==> config.mk <==
export PLATFORM = sky130hd
export DESIGN_NAME = display_scan_ctrl_flat
export DESIGN_NICKNAME = d
export VERILOG_FILES = /design/src/rtl/display_scan_ctrl_pkg.sv /design/src/rtl/display_scan_ctrl_if.sv /design/src/rtl/display_scan_ctrl_scan_timer.sv /design/src/rtl/display_scan_ctrl.sv /design/src/flat_wrapper.sv
export SDC_FILE = /design/constraint.sdc
export NUM_CORES = 1
export LEC_CHECK = 0
export CAP_MARGIN = 40
export CORE_ASPECT_RATIO = 1.1
export CORE_MARGIN = 2
export CORE_UTILIZATION = 40
export CTS_CLUSTER_SIZE = 16
export DETAILED_ROUTE_END_ITERATION = 6
export GPL_ROUTABILITY_DRIVEN = 0
export GPL_TIMING_DRIVEN = 0
export PLACE_DENSITY = 0.67
export SLEW_MARGIN = 0
export SYNTH_ARGS = -nofsm -noshare
export SYNTH_HDL_FRONTEND = slang
export SYNTH_HIERARCHICAL = 1
export SYNTH_SLANG_ARGS = --single-unit
==> constraint.sdc <==
create_clock -name clk -period 8.4 [get_ports clk]
set_clock_uncertainty 0.2 [all_clocks]
set_input_delay 2.1 -clock clk [delete_from_list [all_inputs] [get_ports clk]]
set_output_delay 2.1 -clock clk [all_outputs]
set_load 0.05 [all_outputs]
==> src/rtl/display_scan_ctrl_pkg.sv <==
// Shared state encoding, anode constant and width helper for the display scan controller.
package disp_pkg;

  typedef enum logic {
    S_BLANK = 1'b0,
    S_DRIVE = 1'b1
  } state_t;

  // Widest supported display is 8 digits; callers slice to their digit count.
  localparam logic [7:0] ANODE_OFF = 8'hFF;

  function automatic int clog2(input int n);
    int r;
    r = 0;
    while ((1 << r) < n) r++;
    return r;
  endfunction

endpackage

==> src/rtl/display_scan_ctrl_if.sv <==
// Host/display-side bundle of the scan controller: host load channel plus digit drive outputs.
interface display_scan_ctrl_if #(
  parameter int NUM_DIGITS = 4
);

  logic [4*NUM_DIGITS-1:0] value_i;
  logic                    load_i;
  logic                    load_ack_o;
  logic [3:0]              number_o;
  logic [NUM_DIGITS-1:0]   anode_o;
  logic                    frame_o;

  modport master (
    output value_i, load_i,
    input  load_ack_o, number_o, anode_o, frame_o
  );

  modport slave (
    input  value_i, load_i,
    output load_ack_o, number_o, anode_o, frame_o
  );

endinterface

==> src/rtl/display_scan_ctrl_scan_timer.sv <==
// Per-state phase timer: counts 0..last, flags terminal count, restarts from 0 on clr.
module scan_timer #(
  parameter int W = 4
) (
  input  logic         clk,
  input  logic         reset_n,
  input  logic         clr,
  input  logic [W-1:0] last,
  output logic         tc
);

  logic [W-1:0] cnt;

  always_ff @(posedge clk or negedge reset_n) begin
    if (!reset_n)  cnt <= '0;
    else if (clr)  cnt <= '0;
    else           cnt <= cnt + 1'b1;
  end

  assign tc = (cnt == last);

endmodule

==> src/rtl/display_scan_ctrl.sv <==
// Multiplexed 7-segment digit scanner with frame-aligned double-buffered display value.
// Optional build macro: LEADING_ZERO_BLANK_EN (suppress leading zero digits, timing unchanged).
//
//   state   | meaning
//   S_BLANK | all anodes off for GUARD cycles, number_o already shows the next digit
//   S_DRIVE | anode of digit idx on for REFRESH_DIV cycles, then advance idx
module display_scan_ctrl
  import disp_pkg::*;
#(
  parameter int NUM_DIGITS  = 4,
  parameter int REFRESH_DIV = 100000,
  parameter int GUARD       = 16
) (
  input logic                clk,
  input logic                reset_n,
  display_scan_ctrl_if.slave bus
);

  localparam int TMAX = (REFRESH_DIV > GUARD) ? REFRESH_DIV : GUARD;
  localparam int TW   = clog2(TMAX);
  localparam int IW   = clog2(NUM_DIGITS);
  localparam int VW   = 4 * NUM_DIGITS;
  localparam logic [IW-1:0]         IDX_LAST = IW'(NUM_DIGITS - 1);
  localparam logic [NUM_DIGITS-1:0] A_OFF    = ANODE_OFF[NUM_DIGITS-1:0];

  state_t                state, state_nx;
  logic [IW-1:0]         idx, idx_nx;
  logic [VW-1:0]         active, active_nx;
  logic [VW-1:0]         pending, pending_nx;
  logic                  pend_valid, pend_valid_nx;
  logic [NUM_DIGITS-1:0] anode_nx;
  logic [NUM_DIGITS-1:0] digit_on;
  logic [3:0]            number_nx;
  logic                  frame_nx, ack_nx;
  logic [TW-1:0]         t_last;
  logic                  t_clr, t_tc;

  assign t_last = (state == S_BLANK) ? TW'(GUARD - 1) : TW'(REFRESH_DIV - 1);
  assign t_clr  = (state_nx != state);

  scan_timer #(.W(TW)) u_timer (
    .clk     (clk),
    .reset_n (reset_n),
    .clr     (t_clr),
    .last    (t_last),
    .tc      (t_tc)
  );

  always_comb begin
    state_nx      = state;
    idx_nx        = idx;
    active_nx     = active;
    pending_nx    = pending;
    pend_valid_nx = pend_valid;
    frame_nx      = 1'b0;
    ack_nx        = 1'b0;
    case (state)
      S_BLANK: if (t_tc) state_nx = S_DRIVE;
      S_DRIVE: if (t_tc) begin
        state_nx = S_BLANK;
        if (idx == IDX_LAST) begin
          idx_nx   = '0;
          frame_nx = 1'b1;
        end else begin
          idx_nx = idx + 1'b1;
        end
      end
      default: state_nx = S_BLANK;
    endcase
    // Commit uses the pending value from before this cycle's load, so a
    // same-cycle load stays pending for the following frame.
    if (frame_nx && pend_valid) begin
      active_nx     = pending;
      pend_valid_nx = 1'b0;
      ack_nx        = 1'b1;
    end
    if (bus.load_i) begin
      pending_nx    = bus.value_i;
      pend_valid_nx = 1'b1;
    end
  end

`ifdef LEADING_ZERO_BLANK_EN
  logic nz_seen;

  always_comb begin
    nz_seen  = 1'b0;
    digit_on = '0;
    for (int k = NUM_DIGITS - 1; k >= 0; k--) begin
      nz_seen     = nz_seen | (active_nx[4*k +: 4] != 4'h0);
      digit_on[k] = nz_seen | (k == 0);
    end
  end
`else
  assign digit_on = '1;
`endif

  // Outputs are registered from next-state values so they line up with the state change.
  always_comb begin
    anode_nx = A_OFF;
    if (state_nx == S_DRIVE && digit_on[idx_nx]) anode_nx[idx_nx] = 1'b0;
    number_nx = active_nx[4*idx_nx +: 4];
  end

  always_ff @(posedge clk or negedge reset_n) begin
    if (!reset_n) begin
      state          <= S_BLANK;
      idx            <= '0;
      active         <= '0;
      pending        <= '0;
      pend_valid     <= 1'b0;
      bus.anode_o    <= A_OFF;
      bus.number_o   <= 4'h0;
      bus.frame_o    <= 1'b0;
      bus.load_ack_o <= 1'b0;
    end else begin
      state          <= state_nx;
      idx            <= idx_nx;
      active         <= active_nx;
      pending        <= pending_nx;
      pend_valid     <= pend_valid_nx;
      bus.anode_o    <= anode_nx;
      bus.number_o   <= number_nx;
      bus.frame_o    <= frame_nx;
      bus.load_ack_o <= ack_nx;
    end
  end

endmodule

==> src/flat_wrapper.sv <==
// flat-port wrapper written by rule: the top's interface ports become plain ports
module display_scan_ctrl_flat import disp_pkg::*;
#(
  parameter int NUM_DIGITS  = 4,
  parameter int REFRESH_DIV = 100000,
  parameter int GUARD       = 16
)
  (clk, reset_n, bus_value_i, bus_load_i, bus_load_ack_o, bus_number_o, bus_anode_o, bus_frame_o);
  display_scan_ctrl_if #(.NUM_DIGITS(NUM_DIGITS)) bus_i ();
  input logic clk;
  input logic reset_n;
  input wire logic [$bits(bus_i.value_i)-1:0] bus_value_i;
  input wire logic [$bits(bus_i.load_i)-1:0] bus_load_i;
  output wire logic [$bits(bus_i.load_ack_o)-1:0] bus_load_ack_o;
  output wire logic [$bits(bus_i.number_o)-1:0] bus_number_o;
  output wire logic [$bits(bus_i.anode_o)-1:0] bus_anode_o;
  output wire logic [$bits(bus_i.frame_o)-1:0] bus_frame_o;
  assign bus_i.value_i = bus_value_i;
  assign bus_i.load_i = bus_load_i;
  assign bus_load_ack_o = bus_i.load_ack_o;
  assign bus_number_o = bus_i.number_o;
  assign bus_anode_o = bus_i.anode_o;
  assign bus_frame_o = bus_i.frame_o;
  display_scan_ctrl #(.NUM_DIGITS(NUM_DIGITS), .REFRESH_DIV(REFRESH_DIV), .GUARD(GUARD)) u_core (.clk(clk), .reset_n(reset_n), .bus(bus_i));
endmodule
## After elaboration in Yosys (flattened, before gate mapping)

Cells that the tools add are included.

| cells by class | value |
|---|---|
| equal/unequal tests | 3 |
| bitwise operators | 2 |
| reductions and logical operators | 4 |
| shift-type cells | 1 |
| add/sub/neg operators | 2 |
| mux-type cells | 20 |
| magnitude comparators | 2 |

Operators with widths:

| operator | number |
|---|---|
| 17-bit two-way mux | 2 |
| 17-bit by 1-bit adder with 17-bit output, second input constant | 1 |
| 17-bit equality test | 1 |
| 16-bit two-way mux | 1 |
| 16-bit by 5-bit variable part select with 4-bit output | 1 |
| 1-bit two-way mux | 10 |
| 2-bit two-way mux | 3 |
| 4-bit two-way mux | 1 |
| 4-bit inverter | 1 |
| 1-bit logical AND | 3 |
| 2-bit by 3-bit < comparator with 1-bit output, second input constant | 1 |
| 2-bit by 1-bit adder with 2-bit output, second input constant | 1 |
| 1-bit binary-select mux with 2-bit select | 1 |
| 1-bit demux with 2-bit select | 1 |
| 2-bit equality test, second input constant | 1 |
| 2-bit by 1-bit >= comparator with 1-bit output, second input constant | 1 |
| 1-bit case mux with 2 select lines | 1 |
| 2-bit nonzero test | 1 |
| 1-bit inequality test | 1 |
| 1-bit inverter | 1 |

| storage, ports and cells | value |
|---|---|
| bits of input ports | 19 |
| flip-flop bits (word level) | 63 |
| word-level logic and storage cells | 44 |

## Logic depth before layout (Yosys ltp)

| depth | value |
|---|---|
| depth after elaboration | 10 |
| mapped depth | 11 |
| mapped depth without buffers | 8 |

## By module

The synthesis kept the hierarchy.

By module, submodules not included:

| module | cells an instance | area an instance (µm²) | times used |
|---|---|---|---|
| display_scan_ctrl | 134 | 1871.8 | 1 |
| scan_timer | 105 | 1013.5 | 1 |

## Worst setup path after synthesis

Ideal clock, no wire load.

| timing | value |
|---|---|
| path type | input to register |
| start point | input port bus_load_i |
| end point | register u_core.pending[0] |
| setup slack | 5.123 ns |
| buffers on the path | 2 |
| stages on the path | 3 |
| arrival time | 2.952 ns |
| required time | 8.075 ns |
| path through | clkbuf_1 -> buf_2 -> mux2_2 |

RTL lines:

| what | RTL line | text |
|---|---|---|
| from (decl) | flat_wrapper.sv:13 | `input wire logic [$bits(bus_i.load_i)-1:0] bus_load_i;` |
| to (signal assigned) | display_scan_ctrl.sv:120 | `pending <= pending_nx;` |
| to (decl) | display_scan_ctrl.sv:29 | `logic [VW-1:0] pending, pending_nx;` |

No word-level cell between the ends.

## Worst setup path in the final report

| timing | value |
|---|---|
| start point | register u_core.bus.anode_o[0] |
| end point | output port bus_anode_o[0] |

RTL lines:

| what | RTL line | text |
|---|---|---|
| from (decl) | display_scan_ctrl_if.sv:20 | `output load_ack_o, number_o, anode_o, frame_o` |
| from (signal assigned) | display_scan_ctrl.sv:122 | `bus.anode_o <= anode_nx;` |
| to (decl) | flat_wrapper.sv:16 | `output wire logic [$bits(bus_i.anode_o)-1:0] bus_anode_o;` |

No word-level cell between the ends.

==> qor.txt <==
Final Max Tran Viols: 0
CP startpoint kind: flip-flop
Syn-to-layout area delta: 21.2%
Unrepaired setup endpoints after global routing: no
Post-CTS Hold Fix Bufs: 0
ANT cells: 0
Slowest-stage cell, CP: clkdlybuf4s50_1
Min Clock Period, post-route: 3.95 ns
Routed WL: 5.21 mm
Number of I/O port buffers: 27
Number of DRC markers in iteration 0: 24
Worst-path maximum fanout: 1
Fmax: 253 MHz
Fill count: 659
Core ar.: 7010 um^2
Synth unique cells: 41
Syn avg cell area: 12.1 um^2
Syn. warnings: 6
Crit path DAT: 1.65 ns
Fin cells: 377
Setup Crit Path Kind: flip-flop to output pin
TNS Setup: 0 ns
Layout cells sized above 1: 19.2%
Post-synth EDFFs: 0
Lkg Pwr: 1.80 nW
CTS root buf: clkbuf_8
Width of the die: 85.0 um
Pwr dens: 198 nW/um^2
Synth Cell Area: 2890 um^2
Tot Pwr: 692 uW
Setup violators final: 0
Reg-to-reg critical path startpoint: u_core/state$_DFF_PN0_
Fin nets: 308
Least-Margin Pin Slew: 0.768 ns
GRT Overall Usage: 14.5%
Via count: 1845
GRT overflow: 0
Placed Cells: 361
Initial antenna violation count: 0
Worst IR drop on VDD: 0.000128 V
Post-synth ARST share: 100%
Tcrit/Tclk final: 47.1%
Reg2Reg Setup Slack: 5.04 ns
Post-detail-place hpwl: 3.67 mm
Number of global-route vias before repair: 1878
Main synth FF type: dfrtp_1
Max_cap viols: 0
Sink Count: 63
Critical Path RT: 6.10 ns
Post-synth top cells: dfrtp_1 (59), inv_1 (22), mux2_2 (17), xor2_1 (17)
Rows: 32
CTS tree: yes
H-tree levels: 3
Starting Density: 41.2%
Synthesized flop and latch total: 63
First-pass GRT wire length: 8.85 mm
Post CTS Setup Buffer Count: 0
Worst stage delay on the critical path: 0.80 ns
Antenna-violating nets left: 0
Die height: 93.1 um
IO Count: 29
Hold Startpoint: u_core/active[8]$_DFF_PN0_
Crit path launch: u_core/bus.anode_o[0]$_DFF_PN1_
Area contributors post-synth: dfrtp_1 (51%), mux2_2 (6.6%), mux2i_1 (5.6%)
# resized after CTS: 0
Cell taking the most area after synthesis: dfrtp_1
Max Root-Sink Buffers: 2
Outcome: finished, final reports clean
Buf/Inv on CP: 1
Reg area: 1580 um^2
Share of the synthesized area in the top cell type: 51.2%
Avg WL per Cell: 13.8 um
DRC errors left: 0
Worst Hold Class: flip-flop to flip-flop
Top-count cell post-synth: dfrtp_1
Syn Inst Count: 239
Final Hold Vio Count: 0
Multi-input gate area: 1170 um^2
Area of the die: 7910 um^2
Sequential element share of the synthesized area: 54.8%
Family with the most delay on the worst path: buffers and inverters
Max-slew headroom: 48.8%
Cell Chain, Critical Path: clkdlybuf4s50_1
Worst-path clk slew: 0.07 ns
Drt pass-1 iters: 4
Number of vias per cell: 4.89
Kind of end point of the critical path: output pin
Worst skew pair latency: 0.33 ns
Largest net degree at the start of global routing: 64
CTS buffer count: 9
-- where the power goes --
part	total, mW	leakage [nW]	switching [mW]	internal [mW]
combinational	0.0864	0.908	0.0401	0.0462
sequential	0.349	0.806	0.0231	0.326
clock	0.257	0.0875	0.120	0.137
total	0.692	1.80	0.183	0.508
-- routing by layer --
| layer | vias up | GRT usage [%] | share of wire (%) | wire [um] |
|---|---|---|---|---|
| li1 | 900 | - | - | - |
| met1 | 908 | 17.4 | 45 | 2370 |
| met2 | 31 | 24.4 | 51 | 2640 |
| met5 | - | 0 | 0 | 0 |
| met4 | 0 | 6.08 | 0.96 | 50 |
| met3 | 6 | 4.06 | 3.0 | 158 |
-- per-stage QoR --
| stage | hold slack [ns] | cell area [um^2] | util, % | worst slack (ns) |
|---|---|---|---|---|
| after floorplan | 0.250 | 2920 | - | 5.12 |
| after global placement | 0.265 | 3300 | 47.0 | 2.98 |
| after detailed placement | 0.274 | 3300 | 47.1 | 4.80 |
| after CTS | 0.291 | 3500 | 49.9 | 4.42 |
| after global routing | 0.321 | 3500 | 49.9 | 4.41 |
| final | 0.287 | 3500 | 49.9 | 4.45 |
-- area by class of cell --
cell class | instances | area share [%]
sequential | 63 | 45.2
clock buffer | 9 | 3.54
buffer | 9 | 2.36
multi-input combinational | 154 | 33.5
timing repair buffer | 28 | 7.80
clock inverter | 7 | 2.11
inverter | 22 | 2.36
tap | 85 | 3.04
-- cell usage in the layout, fill, tap and decap left out, types with 5 or more instances in the layout --
cell type         n
xor2_1           17
conb_1           11
mux2i_1          16
mux2_2           17
nand3_1           8
clkdlybuf4s50_1  26
dfrtp_1          59
nand4_1           6
nor4_1            6
clkbuf_8         10
nor2_1           16
nand2_1           6
nor3_1            5
xnor2_1          13
inv_1            22
-- cells by family (layout without fill, tap and decap cells) --
group | count (synthesis) | in the layout | share of synthesized area [%]
simple gates | 58 | 58 | 10.8
flops | 63 | 63 | 54.8
fa+ha+maj | 2 | 2 | 0.867
mux | 33 | 33 | 12.2
xor+xnor | 30 | 30 | 9.11
compound gates | 20 | 20 | 6.20
buf+inv | 31 | 75 | 5.72
other cells | 2 | 11 | 0.260
-- final timing paths --
path,endpoint,depth (start not counted)
min in group asynchronous,u_core/u_timer/cnt[5]$_DFF_PN0_,1
min reg2reg,u_core/active[8]$_DFF_PN0_,2
min,u_core/active[8]$_DFF_PN0_,2
max reg2reg,u_core/u_timer/cnt[7]$_DFF_PN0_,8
max,bus_anode_o[0],1
max in group asynchronous,u_core/idx[1]$_DFF_PN0_,1
-- flip-flops by register name, summed over array words and instances, names as in the netlist --
name / flops
u_core/idx: 2
u_core/active: 16
u_core/pending: 16
u_core/pend_valid: 1
u_core/state: 1
u_core/bus.number_o: 4
u_core/u_timer/cnt: 17
u_core/bus.frame_o: 1
u_core/bus.load_ack_o: 1
u_core/bus.anode_o: 4
-- worst reg2reg max path, stage by stage (launching register included) --
cell	delay, ns
dfrtp_1	0.56
xor2_1	0.23
nor4_1	0.32
nand3_1	0.14
nor4_1	0.31
dlygate4sd3_1	0.61
clkbuf_1	0.31
clkbuf_1	0.43
nor2_1	0.11
(Power assumes the default switching activity.)
